--- src/rtl/sti_pkg.sv ---
// rtl/sti_pkg.sv - shared length codes, FSM states and helpers for the serial transmitter
package sti_pkg;

    localparam logic [1:0] LEN_8  = 2'b00;
    localparam logic [1:0] LEN_16 = 2'b01;
    localparam logic [1:0] LEN_24 = 2'b10;
    localparam logic [1:0] LEN_32 = 2'b11;

    typedef enum logic [1:0] {
        IDLE  = 2'd0,
        SHIFT = 2'd1,
        DONE  = 2'd2
    } state_t;

    function automatic logic [5:0] len_to_bits(input logic [1:0] code);
        logic [5:0] bits;
        case (code)
            LEN_8:   bits = 6'd8;
            LEN_16:  bits = 6'd16;
            LEN_24:  bits = 6'd24;
            default: bits = 6'd32;
        endcase
        return bits;
    endfunction

endpackage

--- src/rtl/sti_frame_fmt.sv ---
// rtl/sti_frame_fmt.sv - combinational mapping of the host word and framing controls to a frame
module sti_frame_fmt
    import sti_pkg::*;
(
    input  logic [15:0] pi_data_i,
    input  logic [1:0]  pi_length_i,
    input  logic        pi_fill_i,
    input  logic        pi_low_i,
    output logic [31:0] frame_o,
    output logic [5:0]  nbits_o
);

    always_comb begin
        frame_o = '0;
        case (pi_length_i)
            LEN_8:   frame_o[7:0]   = pi_low_i ? pi_data_i[15:8] : pi_data_i[7:0];
            LEN_16:  frame_o[15:0]  = pi_data_i;
            LEN_24:  frame_o[23:0]  = pi_fill_i ? {pi_data_i, 8'h00} : {8'h00, pi_data_i};
            default: frame_o        = pi_fill_i ? {pi_data_i, 16'h0000} : {16'h0000, pi_data_i};
        endcase
    end

    assign nbits_o = len_to_bits(pi_length_i);

endmodule

--- src/rtl/sti_serializer.sv ---
// rtl/sti_serializer.sv - parallel-to-serial frame transmitter with registered strobe outputs
module sti_serializer
    import sti_pkg::*;
(
    input  logic        clk,
    input  logic        rst,
    input  logic        pi_load,
    input  logic [15:0] pi_data,
    input  logic [1:0]  pi_length,
    input  logic        pi_fill,
    input  logic        pi_msb,
    input  logic        pi_low,
    output logic        so_data,
    output logic        so_valid,
    output logic        so_last,
    output logic        busy
);

    state_t      state_q, state_d;
    logic [4:0]  cnt_q, cnt_d;
    logic [31:0] frame_q, frame_d;
    logic [5:0]  nbits_q, nbits_d;
    logic        msb_q, msb_d;
    logic        so_data_q, so_data_d;
    logic        so_valid_q, so_valid_d;
    logic        so_last_q, so_last_d;
    logic        busy_q, busy_d;

    logic [31:0] fmt_frame;
    logic [5:0]  fmt_nbits;
    logic [4:0]  last_idx;
    logic [4:0]  bit_idx;

    sti_frame_fmt u_fmt (
        .pi_data_i   (pi_data),
        .pi_length_i (pi_length),
        .pi_fill_i   (pi_fill),
        .pi_low_i    (pi_low),
        .frame_o     (fmt_frame),
        .nbits_o     (fmt_nbits)
    );

    // Counter is a bit ordinal; direction maps it onto the frame position.
    assign last_idx = 5'(nbits_q - 6'd1);
    assign bit_idx  = msb_q ? (last_idx - cnt_q) : cnt_q;

    always_comb begin
        state_d    = state_q;
        cnt_d      = cnt_q;
        frame_d    = frame_q;
        nbits_d    = nbits_q;
        msb_d      = msb_q;
        busy_d     = busy_q;
        so_data_d  = 1'b0;
        so_valid_d = 1'b0;
        so_last_d  = 1'b0;
        case (state_q)
            IDLE: begin
                if (pi_load) begin
                    frame_d = fmt_frame;
                    nbits_d = fmt_nbits;
                    msb_d   = pi_msb;
                    cnt_d   = 5'd0;
                    busy_d  = 1'b1;
                    state_d = SHIFT;
                end
            end
            SHIFT: begin
                so_valid_d = 1'b1;
                so_data_d  = frame_q[bit_idx];
                if (cnt_q == last_idx) begin
                    so_last_d = 1'b1;
                    state_d   = DONE;
                end else begin
                    cnt_d = cnt_q + 5'd1;
                end
            end
            DONE: begin
                busy_d  = 1'b0;
                state_d = IDLE;
            end
            default: begin
                busy_d  = 1'b0;
                state_d = IDLE;
            end
        endcase
    end

    always_ff @(posedge clk) begin
        if (rst) begin
            state_q    <= IDLE;
            cnt_q      <= 5'd0;
            frame_q    <= 32'd0;
            nbits_q    <= 6'd0;
            msb_q      <= 1'b0;
            so_data_q  <= 1'b0;
            so_valid_q <= 1'b0;
            so_last_q  <= 1'b0;
            busy_q     <= 1'b0;
        end else begin
            state_q    <= state_d;
            cnt_q      <= cnt_d;
            frame_q    <= frame_d;
            nbits_q    <= nbits_d;
            msb_q      <= msb_d;
            so_data_q  <= so_data_d;
            so_valid_q <= so_valid_d;
            so_last_q  <= so_last_d;
            busy_q     <= busy_d;
        end
    end

    assign so_data  = so_data_q;
    assign so_valid = so_valid_q;
    assign so_last  = so_last_q;
    assign busy     = busy_q;

endmodule
--- config.mk ---
export PLATFORM = sky130hd
export DESIGN_NAME = sti_serializer
export DESIGN_NICKNAME = d
export VERILOG_FILES = /design/src/rtl/sti_pkg.sv /design/src/rtl/sti_frame_fmt.sv /design/src/rtl/sti_serializer.sv
export SDC_FILE = /design/constraint.sdc
export NUM_CORES = 1
export LEC_CHECK = 0
export CAP_MARGIN = 15
export CELL_PAD_IN_SITES_DETAIL_PLACEMENT = 0
export CELL_PAD_IN_SITES_GLOBAL_PLACEMENT = 2
export CORE_AREA = 2 2 91 93
export CTS_CLUSTER_SIZE = 12
export DETAILED_ROUTE_END_ITERATION = 8
export DIE_AREA = 0 0 93 95
export GPL_TIMING_DRIVEN = 0
export HOLD_SLACK_MARGIN = 0.05
export PLACE_DENSITY = 0.91
export SLEW_MARGIN = 20
export SYNTH_ARGS = -nofsm -noshare
export SYNTH_HDL_FRONTEND = slang
export SYNTH_HIERARCHICAL = 1
export SYNTH_SLANG_ARGS = --single-unit
--- constraint.sdc ---
create_clock -name clk -period 5.9 [get_ports clk]
set_input_delay 0.59 -clock clk [delete_from_list [all_inputs] [get_ports clk]]
set_output_delay 0.59 -clock clk [all_outputs]
set_load 0.005 [all_outputs]
* Word-level counts from Yosys, hierarchy flattened
Cells that the tools add are included.
Cells by class: magnitude comparators 1, reduce and logical (&&, ||, !) cells 10, mux-type cells 21, bitwise logic cells 1, equal/unequal tests 7, $add $sub $neg 3
Operators with widths (count):
- $pmux W8 S3 | 2
- $mux W32 | 1
- $mux W24 | 1
- $mux W8 | 2
- $pmux W8 S2 | 1
- $mux W5 | 3
- $pmux W5 S3 | 1
- $pmux W5 S2 | 1
- $lt A5 B6 Y1 const B | 1
- $ne A2 B2 Y1 const B | 3
- $reduce_and A2 Y1 | 3
- $add A5 B1 Y5 const B | 1
- $bmux W1 S5 | 1
- $eq A5 B5 Y1 | 1
- $sub A5 B1 Y5 const B | 1
- $sub A5 B5 Y5 | 1
- $eq A2 B1 Y1 const B | 2
- $logic_not A2 Y1 | 2
- $mux W1 | 4
- $mux W2 | 2
- $pmux W2 S2 | 1
- $reduce_or A2 Y1 | 2
- $reduce_and A3 Y1 | 1
- $reduce_or A3 Y1 | 1
- 4 further kinds | 4
Word-level totals: input port bits 24, register bits 49, word-level logic and storage cells 52, output and inout port bits 4

* Longest topological paths before layout
Gate-level depths: netlist of the first run.
word-level depth 5, mapped depth 11, gate-level depth less buffers 11

* Modules after synthesis
The synthesis of the first run kept the hierarchy.
By module, submodules not included:
- sti_serializer | instances 1, cells an instance 287, seq. area each 980.9 um2, area each 2318.5 um2
- sti_frame_fmt | instances 1, cells an instance 66, seq. area each 0.0 um2, area each 525.5 um2

* Worst setup path after synthesis of the first run
No wires, ideal clock.
kind reg-to-reg, from register nbits_q[0], to register so_data_q, in the netlist so_data, buffers on the path 0, arrival time 2.399 ns, data required time 5.841 ns, stages on the path, launching flop included 10, clock period less this slack 2.457 ns, library setup time 0.059 ns, slack 3.443 ns, cell sequence dfxtp_1 inv_1 ha_1 fa_1 xnor2_1 a32oi_1 o22ai_1 a2111o_1 a211oi_2 a31o_1
On the way: cells in the longest elaborated chain, start to end 5
RTL lines:
- from (decl) | RTL line sti_serializer.sv:22 | logic [5:0] nbits_q, nbits_d;
- from (signal assigned) | RTL line sti_serializer.sv:104 | nbits_q <= nbits_d;
- $sub A5 B1 Y5 | RTL line sti_serializer.sv:44 | assign last_idx = 5'(nbits_q - 6'd1);
- $sub A5 B5 Y5 | RTL line sti_serializer.sv:45 | assign bit_idx = msb_q ? (last_idx - cnt_q) : cnt_q;
- $mux W5 | RTL line sti_serializer.sv:45
- $bmux W1 S5 | RTL line sti_serializer.sv:70 | so_data_d = frame_q[bit_idx];
- $mux W1 (not written as such) | RTL line sti_serializer.sv:70
- to (signal assigned) | RTL line sti_serializer.sv:106 | so_data_q <= so_data_d;
- to (decl) | RTL line sti_serializer.sv:24 | logic so_data_q, so_data_d;
No other way between the ends. The select of a mux whose other input is x is not followed. A chain may end at the register's enable or synchronous reset.

* Final worst setup path of the first run
Ends and elaborated chain as after synthesis.

==> results of run 1 <==
-- worst min-delay path, stage by stage, from the launching register on --
cell and delay [ns]:
dfxtp_1 0.32, nand2_1 0.05, a21oi_1 0.05
-- power by group --
part	total, mW	internal, mW	switching, mW
clock network	0.249	0.138	0.111
registers	0.351	0.343	0.00848
logic	0.166	0.0716	0.0948
-- worst max-delay path by stage --
stage	start	endpoint	slack (ns)
2_1_floorplan	nbits_q[0]$_SDFFE_PP0P_	so_data$_SDFF_PP0_	3.44
3_3_place_gp	nbits_q[0]$_SDFFE_PP0P_	so_data$_SDFF_PP0_	3.08
3_5_place_dp	nbits_q[0]$_SDFFE_PP0P_	so_data$_SDFF_PP0_	3.05
4_1_cts	nbits_q[0]$_SDFFE_PP0P_	so_data$_SDFF_PP0_	3.01
5_1_grt	nbits_q[0]$_SDFFE_PP0P_	so_data$_SDFF_PP0_	2.86
6_report	nbits_q[0]$_SDFFE_PP0P_	so_data$_SDFF_PP0_	3.02
-- synthesized netlist by cell type (6+ instances only) --
cell type  number
nand2_1        81
a21oi_1        45
ha_1           10
o2bb2ai_1       9
a22o_1         16
nor3_1          7
inv_1          12
mux2i_1        13
and3_1         14
clkbuf_1       14
dfxtp_1        49
nor2_1         10
xnor2_1         6
-- logic make-up after synthesis --
logic type | count (synthesis)
other cells | 1
xor+xnor | 9
mux | 19
simple gates | 132
buf+inv | 40
compound gates | 92
fa+ha+maj | 11
flops | 49
-- flip-flops by register name, indices dropped and copies added (netlist names) --
signal and cells:
so_valid 1, msb_q 1, frame_q 32, cnt_q 5
nbits_q 5, so_last 1, state_q 2, busy 1
so_data 1
-- stage by stage --
step / setup slack (ns) / util / power [mW] / cells / instance area [um2]
3_3_place_gp: 3.08 / 0.408 / 0.523 / 485 / 3230
3_5_place_dp: 3.05 / 0.408 / 0.525 / 485 / 3230
6_report: 3.02 / 0.423 / 0.767 / 493 / 3350
2_1_floorplan: 3.44 / - / 0.468 / 355 / 2850
5_1_grt: 2.86 / 0.423 / 0.805 / 493 / 3350
4_1_cts: 3.01 / 0.423 / 0.772 / 493 / 3350
-- metal layers --
metal | up-vias | wire length (um)
li1 | 1299 | -
met1 | 1142 | 3950
met2 | 53 | 3370
met3 | 11 | 304
met4 | 0 | 160
met5 | - | 0
-- cell type report --
type,instances,area [um2]
clock buffers,7,86.3
inverters,12,45.0
well taps,105,131
clock inverters,1,30.0
fillers,856,4580
flip-flops and latches,49,981
plain buffers,28,153
multi-input cells,266,1670
repair buffers,25,250
==> out/summary.txt, run 1 <==
Hold Vio Cnt, Final - 0
dominant cell type by area after synthesis - dfxtp_1
Max Cap Viol - 0
Worst-Skew Late Latency - 0.31 ns
CTS tree - done
sequential area share after synthesis - 0.345
XOR/XNOR Fraction of Synth Area - 0.0277
final clock skew - 0.00521 ns
DRC violations left - 0
Async SR Flop Fraction - 0
via count - 2505
# diodes - 0
R2R Setup Slk - 3.02 ns
max-slew violation count - 0
Pwr Density - 229 nW/um2
compound-cell area share of the yosys netlist - 0.221
first-pass detailed-route iteration total - 4
Post-DP HPWL - 5930 um
Die Height - 95 um
Critical Path AT - 3.13 ns
RSZ-0062 raised after global routing - no
worst-margin pin slew - 0.538 ns
top cells by area, synth - dfxtp_1 34%, nand2_1 11%, a21oi_1 7.9%
Tmin final - 2.88 ns
critical path endpoint category - flop
Setup-failing EPs final - 0
Crit Path Class - reg2reg
share of cells above drive strength 1 - 0.0747
CP max FO - 4
via density per instance - 5.08
area grow syn2layout - 17.8%
endpoint with the worst hold slack - frame_q[27]$_SDFFE_PP0P_
Hold Startpoint - frame_q[27]$_SDFFE_PP0P_
die area - 8840 um2
I/O Buffers - 25
CP max stage delay - 0.47 ns
cell count along the critical path - 9
Antenna Nets Post-Route - 0
area share of the largest cell type after synthesis - 0.345
met3 GRT Util - 0.0231
post-synthesis sequential element count - 49
worst min-delay path category - reg2reg
GRT met1 Usage - 0.267
total global routing overflow - 0
number of synthesized flops with an enable pin - 0
most common library cell in the layout ignoring fill and taps - nand2_1
global route hottest layer - met2
largest family of logic cells by synthesized area - compound AO/OA/AOI/OAI gates
CP top delay family - compound AO/OA/AOI/OAI gates
final wirelength - 7790 um
number of H-tree levels - 2
Critical Path RT - 6.15 ns
initial detailed-routing violation count - 84
Post-CTS Setup Inserts - 0
r2r startpoint - nbits_q[0]$_SDFFE_PP0P_
status - completed
dominant synthesized flop cell - dfxtp_1
fin nets - 422
IO Count - 28
synthesized instance count - 353
CTS buffer count - 5
Post-Synth Adder-Cell Area - 0.0510
most frequent cells in the layout - 81 x nand2_1, 49 x dfxtp_1, 45 x a21oi_1, 25 x clkdlybuf4s50_1, 16 x a22o_1
die width - 93 um
CP bufs+invs - 1
Crit-path slowest cell - a32oi_1
Initial Util - 0.359
CTS root buf - clkbuf_8
number of global-route vias before repair - 2398
post_cts resized - 0
clock tree sinks - 49
Fmax - 348 MHz
maximum vdd drop - 0.0977 mV
FP Rows - 33
leakage - 1.30 nW
core area - 7930 um2
Global Route met2 Usage - 0.281
RD Place Congestion - 0.810
critical path startpoint category - flop
hold depth - 2
maximum root-to-sink buffer count - 2
initial antenna violation count - 0
area of the mapped netlist - 2840 um2
critical-path cell list - inv_1, ha_1, fa_1, xnor2_1, a32oi_1, o22ai_1, a2111o_1, a211oi_2, a31o_1
RR Endpoint - so_data$_SDFF_PP0_
Yosys warnings - 6
largest net degree at the start of global routing - 15
average wire per standard cell - 15.8 um
Synth Area in Simple Gates - 0.215
GR Util All Layers - 0.184
Worst-path clk slew - 0.09 ns
minimum hold slack - 0.458 ns
Reg2Reg Depth - 9
crit share post-route - 0.487
Max transition margin - 0.638
first-pass GRT wire length - 12600 um
setup TNS - 0 ns
Unique masters post-synth - 49
hold buffers post-CTS - 0
Avg Cell Area, Syn - 8.06 um2
mux cell area share after synthesis - 0.0695
Note: power is estimated with default switching activity, not from simulation.
==> inputs of run 2 (changes only) <==
--- a/config.mk
+++ b/config.mk
@@ -8,13 +8,13 @@
 export CAP_MARGIN = 15
 export CELL_PAD_IN_SITES_DETAIL_PLACEMENT = 0
 export CELL_PAD_IN_SITES_GLOBAL_PLACEMENT = 2
-export CORE_AREA = 2 2 91 93
+export CORE_AREA = 2 2 99 101
 export CTS_CLUSTER_SIZE = 12
 export DETAILED_ROUTE_END_ITERATION = 8
-export DIE_AREA = 0 0 93 95
+export DIE_AREA = 0 0 101 103
 export GPL_TIMING_DRIVEN = 0
 export HOLD_SLACK_MARGIN = 0.05
-export PLACE_DENSITY = 0.91
+export PLACE_DENSITY = 0.82
 export SLEW_MARGIN = 20
 export SYNTH_ARGS = -nofsm -noshare
 export SYNTH_HDL_FRONTEND = slang
==> constraint.sdc (replaced) <==
create_clock -name clk -period 2.6 [get_ports clk]
set_input_delay 0.26 -clock clk [delete_from_list [all_inputs] [get_ports clk]]
set_output_delay 0.26 -clock clk [all_outputs]
set_load 0.005 [all_outputs]
==> run 2 against run 1 <==
Design area grew 4.3%. Die area is 18% higher. Worst setup slack got worse by 2.9 ns. Via count is 2.9% higher. Clock skew about the same. Sequential share of layout area decreased by 1.0 points. Register-to-register slack worse by 2.9 ns. Critical path depth increased by 1. Highest routed layer unchanged.
==> out/summary.txt, run 2 (synthesized netlist as in run 1, its figures left out) <==
critical-path cell list - inv_2, ha_4, fa_2, or2b_1, o32a_1, a211oi_1, a21oi_1, o2111ai_1, a211oi_2, a31o_1
core area - 9460 um2
crit share post-route - 0.961
Max Cap Viol - 0
DRC violations left - 0
CP max stage delay - 0.46 ns
Antenna Nets Post-Route - 0
cell count along the critical path - 10
Setup-failing EPs final - 0
final wirelength - 8020 um
GR Util All Layers - 0.160
placed insts - 494
Final Cell Area - 3490 um2
Fmax - 400 MHz
critical path endpoint category - flop
RR Endpoint - so_data$_SDFF_PP0_
maximum root-to-sink buffer count - 2
final clock skew - 0.00499 ns
CTS tree - done
via density per instance - 5.08
Design Power - 1.79 mW
Setup crit end - so_data$_SDFF_PP0_
setup TNS - 0 ns
post-placement cell area - 3240 um2
Biggest register - frame_q
Post-DP HPWL - 6070 um
RD Place Congestion - 0.840
area grow syn2layout - 22.9%
initial antenna violation count - 0
Reg2Reg Depth - 10
Critical Path RT - 2.81 ns
Initial Util - 0.301
FP Rows - 36
largest net degree at the start of global routing - 16
first-pass detailed-route iteration total - 4
number of H-tree levels - 2
CP max FO - 4
fin cells - 507
average wire per standard cell - 15.8 um
maximum vdd drop - 0.222 mV
Worst-path clk slew - 0.10 ns
max-slew violation count - 0
total global routing overflow - 0
r2r startpoint - nbits_q[0]$_SDFFE_PP0P_
worst setup path startpoint - nbits_q[0]$_SDFFE_PP0P_
most common library cell in the layout ignoring fill and taps - nand2_1
via count - 2577
# diodes - 0
CTS root buf - clkbuf_8
share of cells above drive strength 1 - 0.120
Crit Path Class - reg2reg
Hold Startpoint - rst
Die Height - 103 um
first-pass GRT wire length - 12900 um
die area - 10400 um2
Pwr Density - 513 nW/um2
most frequent cells in the layout - 81 x nand2_1, 46 x dfxtp_1, 45 x a21oi_1, 25 x clkdlybuf4s50_1, 16 x a22o_1
critical path startpoint category - flop
Critical Path AT - 2.71 ns
initial detailed-routing violation count - 104
Hold Vio Cnt, Final - 0
Tmin final - 2.50 ns
IO Count - 28
Crit-path slowest cell - fa_2
status - completed
CTS buffer count - 5
Worst-Skew Late Latency - 0.30 ns
clock tree sinks - 49
die width - 101 um
CP top delay family - compound AO/OA/AOI/OAI gates
leakage - 1.34 nW
fin nets - 427
R2R Setup Slk - 0.10 ns
number of global-route vias before repair - 2539
CP bufs+invs - 1
minimum hold slack - 0.257 ns
I/O Buffers - 25
worst min-delay path category - in2reg
biggest regs - frame_q (32), cnt_q (5), nbits_q (5)
max reg flops - 32
## run 2: cell types whose count changed in the layout (fill, tap and decap cells not counted), moves of 2 or more
cell      change
dfxtp_2       +2
a211oi_2      +2
buf_4         +5
dfxtp_1       -3
ha_1          -2
a211oi_1      -2
ha_4          +2
## run 2: metal layers
metal / global-route usage / vias to the layer above / part of all wire
met4: 0.0416 / 0 / 0.013
met3: 0.0237 / 10 / 0.041
met5: 0 / - / 0
met1: 0.231 / 1213 / 0.50
li1: - / 1299 / -
met2: 0.250 / 55 / 0.44
## run 2: worst reg2reg max path, cell delays in order (launching register included)
cell and delay [ns]:
dfxtp_4 0.37, inv_2 0.04, ha_4 0.26, fa_2 0.46, or2b_1 0.25, o32a_1 0.26, a211oi_1 0.20, a21oi_1 0.06
o2111ai_1 0.18, a211oi_2 0.12, a31o_1 0.19
## run 2: power breakdown
part | internal (mW) | switching (mW)
registers | 0.778 | 0.0193
logic | 0.183 | 0.228
clock network | 0.313 | 0.270
## run 2: worst min-delay path by stage
stage                                     to  slack, ns  cells past startpoint
global route         nbits_q[1]$_SDFFE_PP0P_       0.27                      2
CTS                  nbits_q[0]$_SDFFE_PP0P_       0.26                      2
floorplan                 msb_q$_SDFFE_PP0P_       0.40                      2
global placement     frame_q[6]$_SDFFE_PP0P_       0.44                      2
finish               nbits_q[0]$_SDFFE_PP0P_       0.26                      2
detailed placement  frame_q[21]$_SDFFE_PP0P_       0.44                      2
## run 2: final cells by class
type | instances | area (um2)
Buffer | 28 | 153
Clock buffer | 6 | 82.6
Clock inverter | 2 | 37.5
Fill cell | 1033 | 5960
Inverter | 12 | 45.0
Multi-Input combinational cell | 266 | 1760
Sequential cell | 49 | 987
Tap cell | 114 | 143
Timing Repair Buffer | 30 | 288
## run 2: timing repair
action                                  CTS  global route
resized for setup                         5            12
pin swaps                                 2             6
hold buffers                              0             0
buffers inserted                          4             1
endpoints found under the setup margin    1             1
## run 2: through the flow
stage	setup slack [ns]	utilization
2_1_floorplan	0.143	-
3_3_place_gp	-0.279	0.343
3_5_place_dp	-0.291	0.343
4_1_cts	0.00680	0.361
5_1_grt	-0.0146	0.369
6_report	0.102	0.369
